<file path="src/rtl/mem_access_unit.sv">
// M-stage load/store unit: word-aligns accesses, performs sub-word stores as a
// two-cycle read-modify-write with a pipeline stall, and extends load data.
module mem_access_unit #(
   parameter int DM_WORDS = 3072
) (
   input  logic        clk,
   input  logic        reset,
   input  logic        req_valid,
   input  logic        req_we,
   input  logic [1:0]  req_size,
   input  logic        req_sign,
   input  logic [31:0] req_addr,
   input  logic [31:0] req_wdata,
   input  logic [31:0] req_pc,
   input  logic [31:0] dm_rd,
   output logic [31:0] dm_a,
   output logic [31:0] dm_wd,
   output logic        dm_we,
   output logic [31:0] dm_pc,
   output logic        stall,
   output logic [31:0] ld_data,
   output logic        ld_valid,
   output logic        exc_adel,
   output logic        exc_ades
);

   typedef enum logic {
      IDLE   = 1'b0,
      RMW_WR = 1'b1
   } state_t;

   // One bit wider than the address so 4*DM_WORDS cannot wrap.
   localparam logic [32:0] DM_BYTES = 33'(4 * DM_WORDS);

   state_t      state_q, state_d;
   logic [31:0] merge_q, merge_d;
   logic [31:0] waddr_q, waddr_d;

   logic        misaligned, oor, ok;
   logic [31:0] word_addr;
   logic [31:0] merged;
   logic [31:0] load_ext;

   assign misaligned = (req_size == 2'd1 && req_addr[0])
                    || (req_size == 2'd2 && req_addr[1:0] != 2'b00)
                    || (req_size == 2'd3);
   assign oor       = {1'b0, req_addr} >= DM_BYTES;
   assign ok        = req_valid && !misaligned && !oor;
   assign word_addr = {req_addr[31:2], 2'b00};
   assign dm_pc     = req_pc;

   assign exc_adel  = !reset && req_valid && !req_we && !ok;
   assign exc_ades  = !reset && req_valid &&  req_we && !ok;

   // Memory word with the addressed byte or half lane replaced by store data.
   always_comb begin
      merged = dm_rd;
      if (req_size == 2'd0) begin
         case (req_addr[1:0])
            2'd0:    merged[7:0]   = req_wdata[7:0];
            2'd1:    merged[15:8]  = req_wdata[7:0];
            2'd2:    merged[23:16] = req_wdata[7:0];
            default: merged[31:24] = req_wdata[7:0];
         endcase
      end else if (req_addr[1]) begin
         merged[31:16] = req_wdata[15:0];
      end else begin
         merged[15:0]  = req_wdata[15:0];
      end
   end

   always_comb begin
      logic [7:0]  lane_b;
      logic [15:0] lane_h;
      case (req_addr[1:0])
         2'd0:    lane_b = dm_rd[7:0];
         2'd1:    lane_b = dm_rd[15:8];
         2'd2:    lane_b = dm_rd[23:16];
         default: lane_b = dm_rd[31:24];
      endcase
      lane_h = req_addr[1] ? dm_rd[31:16] : dm_rd[15:0];
      case (req_size)
         2'd0:    load_ext = {{24{req_sign & lane_b[7]}}, lane_b};
         2'd1:    load_ext = {{16{req_sign & lane_h[15]}}, lane_h};
         default: load_ext = dm_rd;
      endcase
   end

   // NOTE: every output and next-state value gets a default first so no latch is inferred.
   always_comb begin
      state_d  = state_q;
      merge_d  = merge_q;
      waddr_d  = waddr_q;
      dm_a     = word_addr;
      dm_wd    = req_wdata;
      dm_we    = 1'b0;
      stall    = 1'b0;
      ld_valid = 1'b0;
      ld_data  = 32'd0;

      case (state_q)
         IDLE: begin
            if (ok && req_we) begin
               if (req_size == 2'd2) begin
                  dm_we = 1'b1;
               end else begin
                  stall   = 1'b1;
                  merge_d = merged;
                  waddr_d = word_addr;
                  state_d = RMW_WR;
               end
            end else if (ok) begin
               ld_valid = 1'b1;
               ld_data  = load_ext;
            end
         end
         RMW_WR: begin
            dm_we   = 1'b1;
            dm_wd   = merge_q;
            dm_a    = waddr_q;
            state_d = IDLE;
         end
         default: state_d = IDLE;
      endcase

      // Reset must suppress strobes immediately, including an in-flight RMW write.
      if (reset) begin
         dm_we    = 1'b0;
         dm_wd    = 32'd0;
         stall    = 1'b0;
         ld_valid = 1'b0;
         ld_data  = 32'd0;
      end
   end

   // NOTE: sequential state uses non-blocking assignments only.
   always_ff @(posedge clk or posedge reset) begin
      if (reset) begin
         state_q <= IDLE;
         merge_q <= 32'd0;
         waddr_q <= 32'd0;
      end else begin
         state_q <= state_d;
         merge_q <= merge_d;
         waddr_q <= waddr_d;
      end
   end

endmodule

</file>
<file path="config.mk">
export PLATFORM = sky130hd
export DESIGN_NAME = mem_access_unit
export DESIGN_NICKNAME = d
export VERILOG_FILES = /design/src/rtl/mem_access_unit.sv
export SDC_FILE = /design/constraint.sdc
export NUM_CORES = 1
export LEC_CHECK = 0
export BUFFER_PORTS_ARGS = -buffer_cell sky130_fd_sc_hd__buf_2
export CAP_MARGIN = 40
export CORE_AREA = 2 2 104 106
export CTS_BUF_LIST = sky130_fd_sc_hd__clkbuf_8
export CTS_CLUSTER_SIZE = 25
export DETAILED_ROUTE_END_ITERATION = 8
export DIE_AREA = 0 0 106 108
export PLACE_DENSITY = 0.83
export SLEW_MARGIN = 20
export SYNTH_ARGS = -nofsm -noshare
export SYNTH_HDL_FRONTEND = slang
export SYNTH_SLANG_ARGS = --single-unit
</file>
<file path="constraint.sdc">
create_clock -name clk -period 5.3 [get_ports clk]
set_input_delay 1.06 -clock clk [delete_from_list [all_inputs] [get_ports clk]]
set_output_delay 1.06 -clock clk [all_outputs]
set_load 0.01 [all_outputs]
</file>
# After elaboration in Yosys (flattened, before gate mapping)
# Index checks and enable logic that the tools add are counted.
# classes
mux,30
eq_ne,5
order_cmp,1
reduce_logical,22
n_bitwise,4
# op_table
op,n
32-bit 2-to-1 mux,8
32-bit case mux with 2 select lines,1
16-bit 2-to-1 mux,3
"32-bit by 14-bit >= comparator with 1-bit output, second input constant",1
8-bit 2-to-1 mux,4
8-bit case mux with 3 select lines,1
1-bit 2-to-1 mux,11
1-bit logical AND,10
"2-bit == test, second input constant",3
1-bit logical NOT,5
"2-bit by 1-bit == test with 1-bit output, second input constant",2
2-bit logical NOT,2
1-bit case mux with 2 select lines,2
3-bit AND reduction,1
3-bit OR reduction,1
1-bit bitwise AND,2
1-bit logical OR,2
1-bit inverter,2
2-bit nonzero test,1
# totals
output_inout_bits,133
reg_bits,63

# Logic depth before layout (Yosys ltp)
# logic_depth
ltp_word,11
mapped_depth,7
mapped_depth_nobuf,5

# Worst setup path after synthesis
# OpenSTA, ideal clock, no wires.
# synth_path
path_type,input-to-output
start,input port reset
end,output port stall
slack_ns,1.244
t_required_ns,4.240
arrival_time_ns,2.996
path_stages,3
path_buffers,1
path_cell_list,buf_2 > inv_1 > and4_1
# synth_via
elab_chain_len,1
# synth_lines
element,line_no,text
from (decl),7,"input logic reset,"
1-bit 2-to-1 mux,127,if (reset) begin
to (decl),20,"output logic stall,"
# No other way between the ends.

# Final worst setup path
# layout_path
start,input port req_addr[1]
end,output port ld_data[14]
# layout_via
elab_chain_len,11
word_cells_on_any_way,21
classes_between,order compare: 1; eq/ne: 2; mux: 7; bitwise: 1; reduce/logical: 10
# layout_lines
element,line_no,text
from (decl),12,"input logic [31:0] req_addr,"
branches (longest 8 deep; another with 32-bit by 14-bit >= comparator with 1-bit output),n/a,
32-bit 2-to-1 mux (*),103,if (ok && req_we) begin
32-bit 2-to-1 mux (*),101,case (state_q)
32-bit 2-to-1 mux (*),127,
to (decl),21,"output logic [31:0] ld_data,"
# Mark *: on every way between the ends.

==> metrics.txt <==
status complete, no violations; period utilization roughly 83%; Cell Int Power 0.8978 mW; # setup viols final 0; Worst setup EP type output port; post-layout min period between 4 and 5 ns; Syn Inst Count between 400 and 500; Net Switching around 0.34 mW; DR iter-0 viols around 280; Synth area leader dfrtp_1; port bufs 201; Comb power frac 19.9%; WP depth 7; crit path launch type input port; reg-to-reg endpoint merge_q[9]; Inserted Diodes 0; Sw Ratio between 20% and 30%; reg2reg path depth 6; Post-synth EDFFs 0; cell area after synthesis 4786 um2; Worst Path Arrival between 3 and 4 ns; Max-slew headroom roughly half; Inserted Clock Buffers 9; synthesized area per cell between 10 and 15 um2; I/O Pins ~270; Die Y approximately 110 um; maximum vdd drop 0.1300 mV; gr ovfl total 0; CTS clk-pin slew, worst paths 0.07 ns; placed insts between 700 and 800; Final Hold Viols 0; most area-consuming cells after synthesis dfrtp_1, mux2_2, mux2i_1; Worst Max-Slew Pin Slew about 0.73 ns; Fin Setup TNS 0 ns; worst r2r src state_q; WP buf/inv 3; Slowest-stage cell, CP or4b_1; most frequent cell after synthesis mux2_2; Slowest Stage Delay on Critical Path approximately 0.70 ns; part of the power in registers about two fifths; register bit total from synthesis 63; share of layout cells above drive strength 1 54.62%; fin cells between 700 and 800; LEAKAGE between 2 and 3 nW; RSZ-0062 raised after global routing no; HPWL Detailed ~12000 um; Hold WC Path Type flip-flop to flip-flop; Netlist cell types 42; pin count of the biggest net entering global routing 65; delay-heaviest family, CP simple AND/OR/NAND/NOR gates; vias per cell between 5 and 6; CTS tree done; routed len/inst between 15 and 20 um; Ys Warns 0; initial antenna violation count 0; Max Transition Viols Final 0; Post-CTS Setup Repair Bufs 0; die area around 11000 um2; core area roughly 10000 um2; Die X between 100 and 150 um; Clk Latency, worst-skew pair roughly 0.34 ns; gpl congestion a little under 1; Post-synth top flop dfrtp_1; first-pass GRT wire length about 23000 um; crit path kind input port to output port; PwrDens approximately 210 nW/um2; Vias approximately 4400; filler instances a little under 900; Core Rows 37; max capacitance violation total 0; crit-path max FO 34; crit path capture ld_data[14]; synth-to-layout area growth 23.22%; CP Launch Point req_addr[1]; CTS resizes 0; nets@finish 758; Pre-antenna DRT Iters 6; top-area cell type share of the netlist area between 30 and 40%; hold-fix buffers at CTS 0; WL final ~15000 um; Reg2Reg Setup Slack 2.74 ns; H-tree Lvls 3; dpl cell area approximately 5600 um2; post-route cell area about 5900 um2; Initial Utilization a little under half; drt drc 0; most used cell, CP buf_2; clock power share between 40% and 50%; clock sink total 63; top post-synthesis cells by count mux2_2, dfrtp_1, nor2_1; Total GRT Usage 25.75%; Max Clock Skew 0.008111 ns; number of global-route vias before repair 4275; asr flop ratio synth 100.0%; Worst Path Required roughly 4.2 ns; crit-path cells buf_2, nor3_1, nor2_1, or4b_1, buf_8, a2111oi_2, buf_2; post-synthesis sequential area ratio about a third; clk buf depth 2; root buffer cell clkbuf_8; antenna viol nets, final 0; maximum clock rate 228.2 MHz
[through the flow]
step	power (mW)	worst slack (ns)	hold slack (ns)	util, %
CTS	1.248	0.9592	0.5014	57.25
global placement	0.7262	0.8495	0.4787	54.45
floorplan	0.6458	1.244	0.4584	-
detailed placement	0.7318	0.9584	0.4797	54.86
finish	1.242	0.9187	0.4984	57.64
global route	1.296	0.7821	0.5203	57.64
[cell usage in the layout, fill, tap and decap left out, drive strengths merged, types with 5 or more instances in the layout]
| master | instances |
|---|---|
| clkinv | 5 |
| a21oi | 7 |
| nor2 | 44 |
| mux2 | 93 |
| dfrtp | 63 |
| a22o | 6 |
| o221a | 8 |
| a2111oi | 7 |
| nor2b | 40 |
| a221oi | 8 |
| o2bb2ai | 12 |
| buf | 211 |
| a22oi | 6 |
| o22ai | 14 |
| inv | 5 |
| nor3 | 18 |
| clkbuf | 9 |
| mux2i | 39 |
[cell type report]
cell class,instances,area [um2],area share [%]
tap,136,170.2,2.886
clock inverter,7,120.1,2.037
timing repair buffer,211,1126,19.10
multi-input combinational,331,2753,46.68
inverter,7,26.28,0.4456
sequential,63,1578,26.76
clock buffer,9,123.9,2.101
[routing by layer]
metal / up-vias / GRT usage (%) / wire [um]
li1: 1995 / - / -
met1: 2059 / 29.17 / 5554
met2: 282 / 45.39 / 7587
met3: 47 / 5.726 / 1341
met4: 0 / 13.91 / 655
met5: - / 0 / 0
[registers in the layout, indices dropped and copies added (netlist names)]
name     count
merge_q     32
state_q      1
waddr_q     30
[power groups by stage]
| stage | registers (mW) | logic [mW] | clock network (mW) |
|---|---|---|---|
| after floorplan | 0.490 | 0.156 | 0 |
| after detailed placement | 0.490 | 0.242 | 0 |
| final | 0.480 | 0.247 | 0.515 |
| after global routing | 0.480 | 0.265 | 0.551 |
| after CTS | 0.480 | 0.243 | 0.525 |
| after global placement | 0.490 | 0.236 | 0 |
[worst min-delay path by stage]
stage	start	depth (start not counted)	to	slack, ns
6_report	waddr_q[14]	1	waddr_q[14]	0.50
3_3_place_gp	waddr_q[26]	1	waddr_q[26]	0.48
4_1_cts	waddr_q[22]	1	waddr_q[22]	0.50
3_5_place_dp	waddr_q[14]	1	waddr_q[14]	0.48
2_1_floorplan	waddr_q[14]	1	waddr_q[14]	0.46
5_1_grt	merge_q[15]	1	merge_q[15]	0.52
[cell families after synthesis]
family / after synthesis / share of synthesized area (%)
flops: 63 / 32.94
other cells: 1 / 0.07836
buf+inv: 78 / 9.647
compound gates: 74 / 13.18
mux: 133 / 30.51
simple gates: 122 / 13.65
[worst register-to-register path: cells and delay by family (launching register included)]
family | cells | cell delay [ns]
AOI/OAI and AO/OA | 1 | 0.35
buffers and inverters | 3 | 0.77
and+or+nand+nor | 1 | 0.56
muxes | 1 | 0.36
DFF | 1 | 0.40
(Power assumes the default switching activity.)
